===== config.mk =====
export PLATFORM = sky130hd
export DESIGN_NAME = bounce_level_ctrl
export DESIGN_NICKNAME = d
export VERILOG_FILES = /design/src/rtl/bounce_level_ctrl.sv
export SDC_FILE = /design/constraint.sdc
export NUM_CORES = 1
export LEC_CHECK = 0
export ABC_AREA = 1
export CAP_MARGIN = 15
export CORE_MARGIN = 3
export CORE_UTILIZATION = 40
export DETAILED_ROUTE_END_ITERATION = 8
export PLACE_DENSITY = 0.61
export SKIP_LAST_GASP = 1
export SYNTH_ARGS = -nofsm -noshare
export SYNTH_HDL_FRONTEND = slang
export SYNTH_SLANG_ARGS = --single-unit

===== constraint.sdc =====
create_clock -name clk -period 1.47 [get_ports clk]
set_clock_uncertainty 0.05 [all_clocks]
set_input_delay 0.294 -clock clk [delete_from_list [all_inputs] [get_ports clk]]
set_output_delay 0.294 -clock clk [all_outputs]
set_load 0.01 [all_outputs]

===== src/rtl/bounce_level_ctrl.sv =====
// bounce_level_ctrl
//   Difficulty scheduler for the bounce game's graphics unit. It counts
//   consecutive paddle hits during play, raises the speed level every
//   HITS_PER_LEVEL hits, and freezes the graphics for BANNER_FRAMES frames
//   while a level-up banner is shown.
//
// Ports
//   clk         system clock (all state changes on its rising edge)
//   reset       synchronous, active-high reset
//   frame_tick  one-cycle pulse per frame
//   game_start  one-cycle pulse, game FSM leaves newgame for play
//   game_over   one-cycle pulse, game FSM enters over
//   hit         one-cycle pulse, the paddle returned the ball
//   miss        one-cycle pulse, the ball was lost
//   sw_speed    base speed from the board switches (latched at game start)
//   speed       min(base + level, 3) to the graph unit
//   level       current level for the text overlay
//   hit_cnt     hits counted toward the next level
//   banner_on   high while the level-up banner is shown
//   gra_hold    freeze request ORed into the graph unit's still input
module bounce_level_ctrl #(
  parameter int HITS_PER_LEVEL = 5,
  parameter int MAX_LEVEL      = 3,
  parameter int BANNER_FRAMES  = 60
) (
  input  logic       clk,
  input  logic       reset,
  input  logic       frame_tick,
  input  logic       game_start,
  input  logic       game_over,
  input  logic       hit,
  input  logic       miss,
  input  logic [1:0] sw_speed,
  output logic [1:0] speed,
  output logic [1:0] level,
  output logic [3:0] hit_cnt,
  output logic       banner_on,
  output logic       gra_hold
);

  typedef enum logic [1:0] {
    IDLE   = 2'd0,
    RUN    = 2'd1,
    BANNER = 2'd2
  } state_t;

  localparam logic [3:0] LAST_HIT  = 4'(HITS_PER_LEVEL - 1);
  localparam logic [1:0] TOP_LEVEL = 2'(MAX_LEVEL);
  localparam logic [7:0] FRAMES    = 8'(BANNER_FRAMES);

  state_t     r_state, w_state_next;
  logic [1:0] r_level, w_level_next;
  logic [3:0] r_hit_cnt, w_hit_cnt_next;
  logic [1:0] r_base, w_base_next;
  logic [7:0] r_frame_cnt, w_frame_cnt_next;
  logic       r_banner_on, r_gra_hold;
  logic [2:0] w_speed_sum;

  always_ff @(posedge clk) begin
    if (reset) begin
      r_state     <= IDLE;
      r_level     <= 2'd0;
      r_hit_cnt   <= 4'd0;
      r_base      <= 2'd0;
      r_frame_cnt <= 8'd0;
      r_banner_on <= 1'b0;
      r_gra_hold  <= 1'b0;
    end else begin
      r_state     <= w_state_next;
      r_level     <= w_level_next;
      r_hit_cnt   <= w_hit_cnt_next;
      r_base      <= w_base_next;
      r_frame_cnt <= w_frame_cnt_next;
      // Flags are registered from the next state so they line up exactly
      // with the cycles the FSM spends in BANNER.
      r_banner_on <= (w_state_next == BANNER);
      r_gra_hold  <= (w_state_next == BANNER);
    end
  end

  always_comb begin
    w_state_next     = r_state;
    w_level_next     = r_level;
    w_hit_cnt_next   = r_hit_cnt;
    w_base_next      = r_base;
    w_frame_cnt_next = r_frame_cnt;

    // game_over overrides everything, including a simultaneous game_start;
    // level and hit_cnt stay for the game-over display.
    if (game_over) begin
      w_state_next = IDLE;
    end else begin
      case (r_state)
        IDLE: begin
          if (game_start) begin
            w_state_next   = RUN;
            w_level_next   = 2'd0;
            w_hit_cnt_next = 4'd0;
            w_base_next    = sw_speed;
          end
        end
        RUN: begin
          // hit has priority over a simultaneous miss
          if (hit) begin
            if (r_hit_cnt < LAST_HIT) begin
              w_hit_cnt_next = r_hit_cnt + 4'd1;
            end else if (r_level < TOP_LEVEL) begin
              w_hit_cnt_next   = 4'd0;
              w_level_next     = r_level + 2'd1;
              w_frame_cnt_next = FRAMES;
              w_state_next     = BANNER;
            end else begin
              w_hit_cnt_next = 4'd0;
            end
          end else if (miss) begin
            w_hit_cnt_next = 4'd0;
          end
        end
        BANNER: begin
          // Decrement only here, so frame_cnt can never wrap below zero.
          if (frame_tick) begin
            w_frame_cnt_next = r_frame_cnt - 8'd1;
            if (r_frame_cnt == 8'd1) begin
              w_state_next = RUN;
            end
          end
        end
        default: begin
          w_state_next = IDLE;
        end
      endcase
    end
  end

  // 3-bit sum so base + level can be saturated at 3 instead of wrapping.
  assign w_speed_sum = {1'b0, r_base} + {1'b0, r_level};
  assign speed       = (w_speed_sum > 3'd3) ? 2'd3 : w_speed_sum[1:0];
  assign level       = r_level;
  assign hit_cnt     = r_hit_cnt;
  assign banner_on   = r_banner_on;
  assign gra_hold    = r_gra_hold;

endmodule


* After elaboration in Yosys (flattened, before gate mapping)
Index checks and enable logic that the tools add are counted.
** Word-level totals
- Register bits :: 19
- Input port bits :: 9
- Output and inout bits :: 10
- Word-level logic and storage cells :: 55
** Operators by class
- Add/subtract/negate cells :: 4
- $lt $le $gt $ge :: 3
- Equal/unequal tests :: 10
- Multiplexer cells :: 24
- Bitwise operators :: 1
- Reductions and logical operators :: 7
** Operators with widths (count)
- $mux 8 :: 4
- $mux 2 :: 12
- $mux 4 :: 4
- $pmux 8 s2 :: 1
- $reduce_and 6->1 :: 2
- $ne 2x2->1 const B :: 5
- $eq 8x1->1 const B :: 1
- $pmux 4 s2 :: 1
- $sub 8x1->8 const B :: 1
- $pmux 2 s3 :: 1
- $add 4x1->4 const B :: 1
- $eq 2x2->1 const B :: 2
- $lt 4x3->1 const B :: 1
- $pmux 2 s2 :: 1
- $reduce_and 4->1 :: 1
- $reduce_bool 2->1 :: 2
- $add 2x2->3 :: 1
- $gt 3x2->1 const B :: 1
- $ne 3x3->1 const B :: 1
- $reduce_and 3->1 :: 1
- $add 2x1->2 const B :: 1
- $eq 2x1->1 const B :: 1
- $logic_not 2->1 :: 1
- $lt 2x2->1 const B :: 1
- $not 1->1 :: 1

* Logic depth before layout (Yosys ltp)
- Word-level depth :: 7
- Mapped depth :: 10
- Depth with buffers taken out :: 10

* Worst setup path after synthesis
Ideal clock, no wire load.
- Path type :: flip-flop to output port
- From :: register r_level[0], in the netlist level[0]
- To :: output speed[1]
- Arrival time :: 1148 ps
- Slack :: -22 ps
- Cell stages (with the launch flop) :: 5
- Buffers on the path :: 0
- Cells stage by stage :: dfxtp_1 -> ha_1 -> inv_1 -> fa_1 -> nand2_1
** On the way
- Word-level cells in the longest chain between the ends :: 3
** RTL lines
- start: declaration :: RTL line 52 : logic [1:0] r_level, w_level_next;
- start signal: assignment :: RTL line 70 : r_level <= w_level_next;
- $add 2x2->3 (*) :: RTL line 136 : assign w_speed_sum = {1'b0, r_base} + {1'b0, r_level};
- $gt 3x2->1 :: RTL line 137 : assign speed = (w_speed_sum > 3'd3) ? 2'd3 : w_speed_sum[1:0];
- $mux 2 (*) :: RTL line 137
- end: declaration :: RTL line 34 : output logic [1:0] speed,
Mark *: on every way between the ends. The rest lies on a longest branch, timed or not.

* Worst setup path after layout
Ends and elaborated chain as after synthesis.

==> metrics.log <==
[metrics] synthesis-stage register bit count: 19
[metrics] Yosys Warn Count: 0
[metrics] post-synthesis adder-cell area fraction: 0.0741
[metrics] share of the core filled with cells: 0.604
[metrics] reg-to-reg setup timing slack: -0.11 ns
[metrics] number of detailed-routing iterations run before antenna repair: 4
[metrics] power per cell area: 626 nW/um2
[metrics] horizontal die dimension: 58.8 um
[metrics] die area: 3460 um2
[metrics] Fin. Hold Viols: 0
[metrics] end point of the worst hold path: hit_cnt[3]
[metrics] total of endpoints with negative setup slack in the final report: 10
[metrics] syn_nets: around 180
[metrics] final standard cell count with taps included and fillers excluded: 227
[metrics] sequential share of the synthesized area: 0.341
[metrics] Crit-path slowest cell: fa_1
[metrics] count of unique library cells instantiated by Yosys: 24
[metrics] launching point of the worst reg2reg path: level[0]
[metrics] HPWL Detailed: 1940 um
[metrics] outcome: complete, but fails checks
[metrics] total via count after detailed routing: 1136
[metrics] portion of synthesized cell area occupied by the leading cell type: 0.341
[metrics] number of sinks handled by clock tree synthesis: 19
[metrics] worst hold path cell count: 2
[metrics] DR DRC count: 0
[metrics] vias in the first global route: 1041
[metrics] count of standard-cell rows: 18
[metrics] RSZ-0062 raised after global routing: true
[metrics] initial core utilization: 0.434
[metrics] crit path cell chain: ha_1 -> inv_1 -> fa_1 -> nand2_1 -> buf_2
[metrics] part of the total power dissipated in the clock network: 0.283
[metrics] Antenna Nets Post-Route: 0
[metrics] quantity of I/O buffers inserted on ports: 18
[metrics] highest achievable clock rate: 0.551 GHz
[metrics] wire length per cell: 11.8 um
[metrics] number of standard cells after synthesis: 161
[metrics] biggest cell delay along the critical path: roughly 0.41 ns
[metrics] Top Family by Delay on Critical Path: adder cells
[metrics] share of the synthesized area in compound gates (AO/OA/AOI/OAI): 0.140
[metrics] Placed Cells: 221
[metrics] Critical Setup Path Class: reg2out
[metrics] fraction of layout instances using a drive strength above 1: 0.289
[metrics] leakage: ~0.69 nW
[metrics] HP Class: reg2reg
[metrics] maximum fanout along the worst path: 2
[metrics] total global routing track utilization: 0.163
[metrics] peak ir drop on the vdd network: about 0.46 mV
[metrics] global-route wire length before repair: 4410 um
[metrics] CTS buffer count: 3
[metrics] Top-Level Pins: 19
[metrics] part of the power in combinational logic: 0.161
[metrics] number of buffer and inverter instances along the worst setup path: 2
[metrics] worst rel slew slack: 0.833
[metrics] nets@finish: ~210
[metrics] Max H-tree Level: 1
[metrics] portion of netlist area occupied by mux cells: 0
[metrics] CTS Root Cell: clkbuf_4
[metrics] number of slew-limit violations in the final report: 0
[metrics] category of the worst setup path launch point: register
[metrics] Avg Vias per Cell: 5.00
[metrics] endpoint kind of the worst setup timing path: primary output
[metrics] average size of a mapped cell: roughly 7 um2
[metrics] vertical die dimension: approximately 60 um
[metrics] worst reg2reg path endpoint: r_frame_cnt[1]
[metrics] Internal: 706 uW
[metrics] clock tree from TritonCTS: yes
[metrics] clock transition at the registers of the reported paths: 0.11 ns
[metrics] Min-Delay Startpoint: hit_cnt[3]
[metrics] DR iter-0 viols: slightly above 40
[metrics] PnR worst setup slack: -0.345 ns
[metrics] initial antenna violation count: 0
[metrics] endpoint arrival time on the critical path: 1.47 ns
[metrics] grt total ovfl: 0
[metrics] switching power as a share of total power: 0.272
[metrics] aggregate routed wire length: 2670 um
[metrics] failing checks: negative setup slack
[metrics] # fillers: between 200 and 300
[metrics] cell type contributing the most total cell area after synthesis: dfxtp_1
[metrics] simple-gate portion of the synthesized area: 0.313
[metrics] Placer Congestion: 0.875
[metrics] Period Utilization, post-route: 1.23
[metrics] clock latency on the worst-skew pair: roughly 0.30 ns
[metrics] number of buffers on the longest clock path: 2
[metrics] XOR/XNOR share of the synthesized area: 0.0157
[metrics] largest cells by area after synthesis: dfxtp_1 34%, nand2_1 9.4%, inv_1 8.8%
[metrics] netlist area before placement: roughly 1100 um2
[metrics] antenna diode count: 0
[metrics] Min Clock Period, post-route: 1.82 ns
[metrics] Switching Power: between 200 and 300 uW
[metrics] worst reg-to-reg path cell count: 12
[metrics] layout overhead on the synthesized area: 39.1%
[metrics] most used cells in the layout excluding fill and tap cells: 25 x nand2_1, 25 x nor2_1, 22 x inv_1
[metrics] Placeable Area: ~2600 um2
[metrics] dominant combinational cell family by area after synthesis: simple AND/OR/NAND/NOR gates
[metrics] WP data required: 1.13 ns
[metrics] Worst Tran Pin Value: 0.250 ns
[metrics] number of maximum-capacitance constraint violations: 0
[metrics] largest net degree at the start of global routing: 11
[metrics] sequential cell fraction of total power: 0.556
-- metrics by stage --
stage                     area [um2]  hold slack, ns  setup slack, ns  TNS (ns)  power, mW
after global placement          1440           0.432           -0.420     -3.05      0.698
after floorplan                 1120           0.379           0.0383         0      0.624
after detailed placement        1440           0.434           -0.435     -3.36      0.701
after global routing            1550           0.453           -0.422     -2.26       1.02
final                           1550           0.424           -0.345     -1.12      0.970
after CTS                       1470           0.428           -0.358    -0.620      0.966
-- sequential cells by signal (all words and copies together) (netlist names) --
signal	cells
level	2
r_state	2
r_base	2
hit_cnt	4
gra_hold	1
r_frame_cnt	8
-- Yosys cell counts --
| cell | n |
|---|---|
| inv_2 | 2 |
| nand3_1 | 8 |
| nand3_2 | 1 |
| xor2_1 | 2 |
| buf_2 | 1 |
| or2_2 | 1 |
| dfxtp_1 | 19 |
| nor2_4 | 2 |
| ha_1 | 5 |
| fa_1 | 1 |
| a21oi_2 | 4 |
| buf_4 | 1 |
| buf_6 | 1 |
| nor3_1 | 1 |
| inv_1 | 26 |
| a21oi_1 | 8 |
| nand2_2 | 4 |
| nor2_2 | 1 |
| o21ai_2 | 3 |
| nor2_1 | 26 |
| o21ai_1 | 2 |
| nand4_1 | 5 |
| nand2_1 | 28 |
| o21ai_0 | 9 |
-- how the worst max path moves through the flow --
stage	to	from	cells past startpoint	slack [ns]
6_report	speed[1]	level[0]	5	-0.35
5_1_grt	speed[1]	level[0]	5	-0.42
4_1_cts	speed[1]	level[0]	5	-0.36
3_5_place_dp	speed[1]	level[0]	5	-0.44
3_3_place_gp	speed[1]	level[0]	5	-0.42
2_1_floorplan	speed[1]	level[0]	4	0.04
-- worst min-delay path: cells and delay by family, from the launching register on --
| family | cells | cell delay [ns] |
|---|---|---|
| flip-flops | 1 | 0.35 |
| AND/OR/NAND/NOR | 2 | 0.10 |
-- power by group through the flow --
stage	registers, mW	logic [mW]	clock network (mW)
final	0.539	0.156	0.275
after global routing	0.542	0.175	0.305
after CTS	0.539	0.145	0.281
after detailed placement	0.550	0.151	0
after global placement	0.549	0.149	0
after floorplan	0.551	0.0730	0
-- logic make-up after synthesis --
kind of cell               count (synthesis)
and+or+nand+nor                           77
buffers and inverters                     31
xor gates and xnor gates                   2
AOI/OAI and AO/OA                         26
DFF                                       19
adders and majority gates                  6
-- layout make-up --
| type | count | area [um2] | area share |
|---|---|---|---|
| clock buffers | 4 | 26.3 | 0.0169 |
| inverters | 28 | 105 | 0.0678 |
| multi-input cells | 111 | 671 | 0.433 |
| flip-flops and latches | 19 | 387 | 0.249 |
| well taps | 30 | 37.5 | 0.0242 |
| repair buffers | 35 | 324 | 0.209 |
-- timing repair --
| action | in CTS | in global routing |
|---|---|---|
| setup endpoints to repair | 20 | 15 |
| resized for setup | 27 | 20 |
| setup buffers | 1 | 2 |
| pin swaps | 5 | 9 |
| hold buffers | 0 | 0 |
-- per-layer routing --
metal  track usage  wire, um  vias up
li1              -         -      581
met1         0.219      1270      523
met2         0.262      1240       27
met3        0.0285       127        5
met4        0.0583        35        0
met5             0         0        -
Note: power is estimated with default switching activity, not from simulation.
